File: config.mk
export PLATFORM = sky130hd
export DESIGN_NAME = stack_param_flat
export DESIGN_NICKNAME = d
export VERILOG_FILES = /design/src/rtl/stack_param_if.sv /design/src/rtl/stack_param.sv /design/src/flat_wrapper.sv
export SDC_FILE = /design/constraint.sdc
export NUM_CORES = 1
export LEC_CHECK = 0
export ABC_CLOCK_PERIOD_IN_PS = 3490
export CORE_UTILIZATION = 50
export CTS_CLUSTER_SIZE = 16
export DETAILED_ROUTE_END_ITERATION = 12
export PLACE_DENSITY = 0.7
export SETUP_SLACK_MARGIN = 0.3
export SYNTH_ARGS = -nofsm -noshare
export SYNTH_HDL_FRONTEND = slang
export SYNTH_SLANG_ARGS = --single-unit
File: constraint.sdc
create_clock -name CLK -period 3.49 [get_ports CLK]
set_clock_uncertainty 0.15 [all_clocks]
set_input_delay 0.5235 -clock CLK [delete_from_list [all_inputs] [get_ports CLK]]
set_output_delay 0.5235 -clock CLK [all_outputs]
set_load 0.01 [all_outputs]
File: src/rtl/stack_param_if.sv
// Command/response bundle for stack_param.
// The command sequencer drives the master side and the stack is the slave.
interface stack_param_if #(
    parameter int WIDTH = 4,
    parameter int DEPTH = 5
);
    localparam int IDX_W = (DEPTH > 2) ? $clog2(DEPTH) : 1;
    localparam int CNT_W = $clog2(DEPTH + 1);

    logic [1:0]       COMMAND;
    logic [IDX_W-1:0] INDEX;
    logic [WIDTH-1:0] I_DATA;
    logic [WIDTH-1:0] O_DATA;
    logic [CNT_W-1:0] COUNT;
    logic             EMPTY;
    logic             FULL;
    logic             ERR;

    modport master (
        output COMMAND, INDEX, I_DATA,
        input  O_DATA, COUNT, EMPTY, FULL, ERR
    );

    modport slave (
        input  COMMAND, INDEX, I_DATA,
        output O_DATA, COUNT, EMPTY, FULL, ERR
    );
endinterface

File: src/rtl/stack_param.sv
// Parametrised LIFO stack with NOP/PUSH/POP/GET commands, occupancy flags and an error strobe.
// Define STACK_OVF_WRAP_EN to let PUSH on a full stack overwrite the oldest entry instead of rejecting it.
module stack_param #(
    parameter int WIDTH = 4,
    parameter int DEPTH = 5
) (
    input  logic         CLK,
    input  logic         RESET,
    stack_param_if.slave bus
);
    localparam int IDX_W = (DEPTH > 2) ? $clog2(DEPTH) : 1;
    localparam int CNT_W = $clog2(DEPTH + 1);
    localparam int PTR_W = IDX_W + 1;

    localparam logic [IDX_W-1:0] LAST_SLOT  = IDX_W'(DEPTH - 1);
    localparam logic [CNT_W-1:0] FULL_COUNT = CNT_W'(DEPTH);
    localparam logic [PTR_W-1:0] DEPTH_W    = PTR_W'(DEPTH);

    typedef enum logic [1:0] {
        CMD_NOP  = 2'b00,
        CMD_PUSH = 2'b01,
        CMD_POP  = 2'b10,
        CMD_GET  = 2'b11
    } cmd_e;

    logic [WIDTH-1:0] mem_q [DEPTH];
    logic [IDX_W-1:0] top_q;
    logic [IDX_W-1:0] top_d;
    logic [CNT_W-1:0] count_q;
    logic [CNT_W-1:0] count_d;
    logic [WIDTH-1:0] rdData_q;
    logic [WIDTH-1:0] rdData_d;
    logic             err_q;
    logic             err_d;

    logic             wrEn;
    logic [IDX_W-1:0] topPlus1;
    logic [IDX_W-1:0] topMinus1;
    logic [IDX_W-1:0] getAddr;
    logic [PTR_W-1:0] idxWide;
    logic [PTR_W-1:0] topM1Wide;
    logic [PTR_W-1:0] getWide;
    logic             isEmpty;
    logic             isFull;
    logic             getOutOfRange;

    assign isEmpty = (count_q == '0);
    assign isFull  = (count_q == FULL_COUNT);

    // Pointer steps wrap explicitly at DEPTH, which need not be a power of two.
    always_comb begin
        topPlus1  = (top_q == LAST_SLOT) ? '0 : top_q + 1'b1;
        topMinus1 = (top_q == '0) ? LAST_SLOT : top_q - 1'b1;
    end

    // GET slot is (TOP-1-INDEX) mod DEPTH; INDEX can exceed DEPTH-1, so it is reduced first.
    always_comb begin
        idxWide = {1'b0, bus.INDEX};
        if (idxWide >= DEPTH_W) begin
            idxWide = idxWide - DEPTH_W;
        end
        topM1Wide = {1'b0, topMinus1};
        if (topM1Wide >= idxWide) begin
            getWide = topM1Wide - idxWide;
        end else begin
            getWide = topM1Wide + DEPTH_W - idxWide;
        end
        getAddr       = getWide[IDX_W-1:0];
        getOutOfRange = (32'(bus.INDEX) >= 32'(count_q));
    end

    always_comb begin
        top_d    = top_q;
        count_d  = count_q;
        rdData_d = rdData_q;
        err_d    = 1'b0;
        wrEn     = 1'b0;
        case (bus.COMMAND)
            CMD_PUSH: begin
                if (!isFull) begin
                    wrEn    = 1'b1;
                    top_d   = topPlus1;
                    count_d = count_q + 1'b1;
                end else begin
`ifdef STACK_OVF_WRAP_EN
                    wrEn  = 1'b1;
                    top_d = topPlus1;
`else
                    err_d = 1'b1;
`endif
                end
            end
            CMD_POP: begin
                if (!isEmpty) begin
                    rdData_d = mem_q[topMinus1];
                    top_d    = topMinus1;
                    count_d  = count_q - 1'b1;
                end else begin
                    err_d = 1'b1;
                end
            end
            CMD_GET: begin
                rdData_d = mem_q[getAddr];
                err_d    = getOutOfRange;
            end
            default: begin
            end
        endcase
    end

    // When full in wrap mode, top_q already points at the oldest entry, so the write replaces it.
    always_ff @(posedge CLK) begin
        if (RESET) begin
            for (int i = 0; i < DEPTH; i++) begin
                mem_q[i] <= '0;
            end
        end else if (wrEn) begin
            mem_q[top_q] <= bus.I_DATA;
        end
    end

    always_ff @(posedge CLK) begin
        if (RESET) begin
            top_q    <= '0;
            count_q  <= '0;
            rdData_q <= '0;
            err_q    <= 1'b0;
        end else begin
            top_q    <= top_d;
            count_q  <= count_d;
            rdData_q <= rdData_d;
            err_q    <= err_d;
        end
    end

    assign bus.O_DATA = rdData_q;
    assign bus.COUNT  = count_q;
    assign bus.EMPTY  = isEmpty;
    assign bus.FULL   = isFull;
    assign bus.ERR    = err_q;
endmodule

File: src/flat_wrapper.sv
// flat-port wrapper written by rule: the top's interface ports become plain ports
module stack_param_flat 
#(
    parameter int WIDTH = 4,
    parameter int DEPTH = 5
)
  (CLK, RESET, bus_COMMAND, bus_INDEX, bus_I_DATA, bus_O_DATA, bus_COUNT, bus_EMPTY, bus_FULL, bus_ERR);
  stack_param_if #(.WIDTH(WIDTH), .DEPTH(DEPTH)) bus_i ();
  input  logic CLK;
  input  logic RESET;
  input wire logic [$bits(bus_i.COMMAND)-1:0] bus_COMMAND;
  input wire logic [$bits(bus_i.INDEX)-1:0] bus_INDEX;
  input wire logic [$bits(bus_i.I_DATA)-1:0] bus_I_DATA;
  output wire logic [$bits(bus_i.O_DATA)-1:0] bus_O_DATA;
  output wire logic [$bits(bus_i.COUNT)-1:0] bus_COUNT;
  output wire logic [$bits(bus_i.EMPTY)-1:0] bus_EMPTY;
  output wire logic [$bits(bus_i.FULL)-1:0] bus_FULL;
  output wire logic [$bits(bus_i.ERR)-1:0] bus_ERR;
  assign bus_i.COMMAND = bus_COMMAND;
  assign bus_i.INDEX = bus_INDEX;
  assign bus_i.I_DATA = bus_I_DATA;
  assign bus_O_DATA = bus_i.O_DATA;
  assign bus_COUNT = bus_i.COUNT;
  assign bus_EMPTY = bus_i.EMPTY;
  assign bus_FULL = bus_i.FULL;
  assign bus_ERR = bus_i.ERR;
  stack_param #(.WIDTH(WIDTH), .DEPTH(DEPTH)) u_core (.CLK(CLK), .RESET(RESET), .bus(bus_i));
endmodule
==> out/qor.yml <==
clock_tree:
  cts_tree: "done"
  cts_buffers: 5
  clk_latency_ns: 0.30
  cts_num_sinks: 43
  htreeDepth: 2
  cts_root_buffer: "clkbuf_8"
  clk_pin_slew_ns: 0.09
  cts_buffer_depth: 2
timing:
  rsz0062_at_grt: "no"
  fmax_mhz: 320.2
  worst_pin_slew_ns: 0.8441
  finalSetupViolCount: 0
  maxSlewViolCount: 0
  relSlewSlack: 0.4372
  hold_viol_final: 0
  period_share: 0.8948
  holdWs_ns: 0.3934
  min_period_ns: 3.123
  finalSetupTns_ns: 0
synth:
  yosys_most_used_dff: "edfxtp_1"
  yosys_warnings: 0
  ys_seq_area_frac: 0.3901
  postSynth.asyncResetShare: 0
  syn_area_mm2: 0.003028
  synth_top_cell_area_share: 0.3174
  synth_nets: 322
  synth_compound_area_frac: 0.1694
  yosysTopAreaCell: "edfxtp_1"
  synthMuxAreaShare: 0.1620
  synth_top_family_by_area: "compound AO/OA/AOI/OAI gates"
  synth_seq_cells: 43
  synth_fa_ha_area_frac: 0.07107
  syn_area_per_cell_um2: 10.26
  synthCells: 295
  ys_types: 49
  synthTopCellsByArea: "edfxtp_1, mux2i_1, dfxtp_1"
  synth-xor-area-share: 0.02479
  synth_edf_count: 32
  synth-simple-area-share: 0.1285
die:
  die_w_um: 79.82
  die-area_mm2: 0.006371
  core_area_mm2: 0.005675
  rows: 27
  fp.dieH_um: 79.82
  pin_count: 21
  start_util: 0.5335
global_routing:
  grt_antenna_before_repair: 0
  grt_max_degree: 24
  grt_usage: 0.2539
  grt_pass1_wl_um: 12120
  grt_pass1_vias: 2315
  overflow: 0
power_and_ir_drop:
  power_leakage_nw: 1.502
  p_per_area_mw_per_mm2: 478.7
  irDropWorstVdd_mv: 0.2756
finish:
  num_antenna_cells: 0
  utilization: 0.6653
  layout-drive-gt1-share: 0.2551
  fin_area_mm2: 0.003776
  syn_to_final_growth_pct: 24.71
  fin_nets: 367
  fin_cells: 413
critical_path:
  crit_chain: "clkbuf_2 > inv_4 > ha_4 > inv_2 > ha_4 > a21oi_2 > xnor2_1 > ha_2 > fa_1 > buf_12 > buf_4 > buf_4 > mux2i_1 > a21oi_1 > a221oi_2 > buf_4 > o22ai_1"
  arrival_ns: 3.17
  critPathLaunch: "bus_INDEX[1]"
  worstSetupPathType: "in2reg"
  ff2ff_path_depth: 14
  cp_slowest_stage_delay_ns: 0.46
  cpMostUsedCell: "buf_4"
  cp.required_ns: 3.53
  cp-end-kind: "register"
  r2r_start: "u_core.top_q[0]"
  worst_setup_path_start_kind: "input pin"
  cp_slowest_cell: "fa_1"
  worst-path-max-fanout: 5
detailed_routing:
  wl_per_cell_um: 19.14
  vias: 2523
  antenna_left: 0
  via_per_inst: 6.109
  drtIter0Drc: 215
  drc: 0
  drtPass1Iterations: 4
  finalWirelength_um: 7904
worst_hold_path:
  min_path_cells: 2
  worstHoldStart: "u_core.bus.COUNT[1]"
  hold_class: "reg2reg"
outcome:
  outcome: "finished, final reports clean"
place:
  portBuffers: 20
  dp_hpwl_um: 5643
  placed_cells: 396
  place_congestion: 0.8465
  place_area_mm2: 0.003522
job:
  cap_viol_max_count: 0
==> timing repair <==
item,in CTS,in global routing
setup endpoints to repair,4,4
buffers inserted,3,6
pin swaps,4,12
hold buffers,0,0
resized for setup,9,20
==> final cells by class <==
| class | count | area (um^2) |
|---|---|---|
| timing repair buffer | 55 | 488.0 |
| multi-input combinational | 215 | 1853 |
| inverter | 20 | 80.08 |
| clock buffer | 7 | 76.32 |
| tap | 72 | 90.09 |
| fill | 480 | 1899 |
| sequential | 43 | 1181 |
| clock inverter | 1 | 7.507 |
==> layout by cell type (no fill, tap or decap), types with 5 or more instances in the layout <==
master           count
nand2_1             16
inv_2                5
clkbuf_8             5
xnor2_1              6
o21ai_0              5
ha_1                 8
buf_4               31
nor2_1              21
nand2b_1             5
o22ai_1              6
a21o_1               6
edfxtp_1            32
dfxtp_1             11
inv_1               12
a21oi_1             15
clkdlybuf4s50_1     17
mux2i_1             33
nor3_1              16
a221oi_2            10
==> cell families (layout without fill, tap and decap cells) <==
| group | Yosys count | in the layout |
|---|---|---|
| multiplexers | 43 | 43 |
| adder cells (fa/ha/maj) | 16 | 16 |
| XOR/XNOR | 7 | 7 |
| AND/OR/NAND/NOR | 78 | 78 |
| buffers and inverters | 37 | 83 |
| AO/OA/AOI/OAI | 71 | 71 |
| flip-flops | 43 | 43 |
==> worst max-delay path: cells and delay by family <==
family	cells	cell delay [ns]
adders and majority gates	4	0.96
muxes	1	0.13
buffers and inverters	7	0.80
AOI/OAI and AO/OA	4	0.57
xor gates and xnor gates	1	0.17
==> per-layer routing <==
metal | global-route usage | part of all wire | vias up
li1 | - | - | 1209
met1 | 0.3707 | 0.47 | 1223
met2 | 0.3863 | 0.47 | 76
met3 | 0.03543 | 0.047 | 15
met4 | 0.08214 | 0.018 | 0
met5 | 0 | 0 | -
==> per-stage QoR <==
stage	worst slack, ns	total power, mW
after floorplan	0.3064	1.123
after global placement	-0.4951	1.338
after detailed placement	-0.5050	1.347
after CTS	0.2771	1.695
after global routing	0.2772	1.885
final	0.3671	1.808
==> where the power goes <==
| part | total [mW] | leakage [nW] | switching, mW | internal, mW |
|---|---|---|---|---|
| Combinational | 0.878 | 1.06 | 0.440 | 0.438 |
| Sequential | 0.607 | 0.405 | 0.0265 | 0.581 |
| Clock | 0.323 | 0.0385 | 0.181 | 0.142 |
| Total | 1.81 | 1.50 | 0.647 | 1.16 |
==> synth_stat cells (2+ instances only) <==
cell type	count
a211oi_1	2
a21o_1	6
nor2_1	21
o21ai_0	5
mux4_2	4
nor3b_1	2
nand3b_1	2
inv_2	4
o211ai_1	2
buf_6	2
nor4_1	4
nand2b_1	6
inv_1	15
clkbuf_1	7
mux2_2	5
o21bai_1	4
a221oi_1	12
a22oi_1	4
o22ai_1	6
o21ai_1	2
ha_1	14
nand3_1	2
nor3_1	17
a311o_1	4
nand2_1	16
xnor2_1	6
edfxtp_1	32
mux2i_1	33
dfxtp_1	11
fa_1	2
a21oi_1	18
buf_2	8
==> worst paths after layout <==
| check | end | slack (ns) |
|---|---|---|
| worst max-delay path | u_core.bus.O_DATA[1] | 0.37 |
| worst min-delay path | u_core.bus.COUNT[1] | 0.39 |
| worst max register to register | u_core.bus.O_DATA[1] | 0.42 |
| worst min register to register | u_core.bus.COUNT[1] | 0.39 |
==> flip-flops by register name, summed over array words and instances, names as in the netlist <==
register and count:
u_core.mem_q 32, u_core.bus.O_DATA 4, u_core.bus.COUNT 3, u_core.top_q 3, u_core.bus.ERR 1
Note: power is estimated with default switching activity, not from simulation.
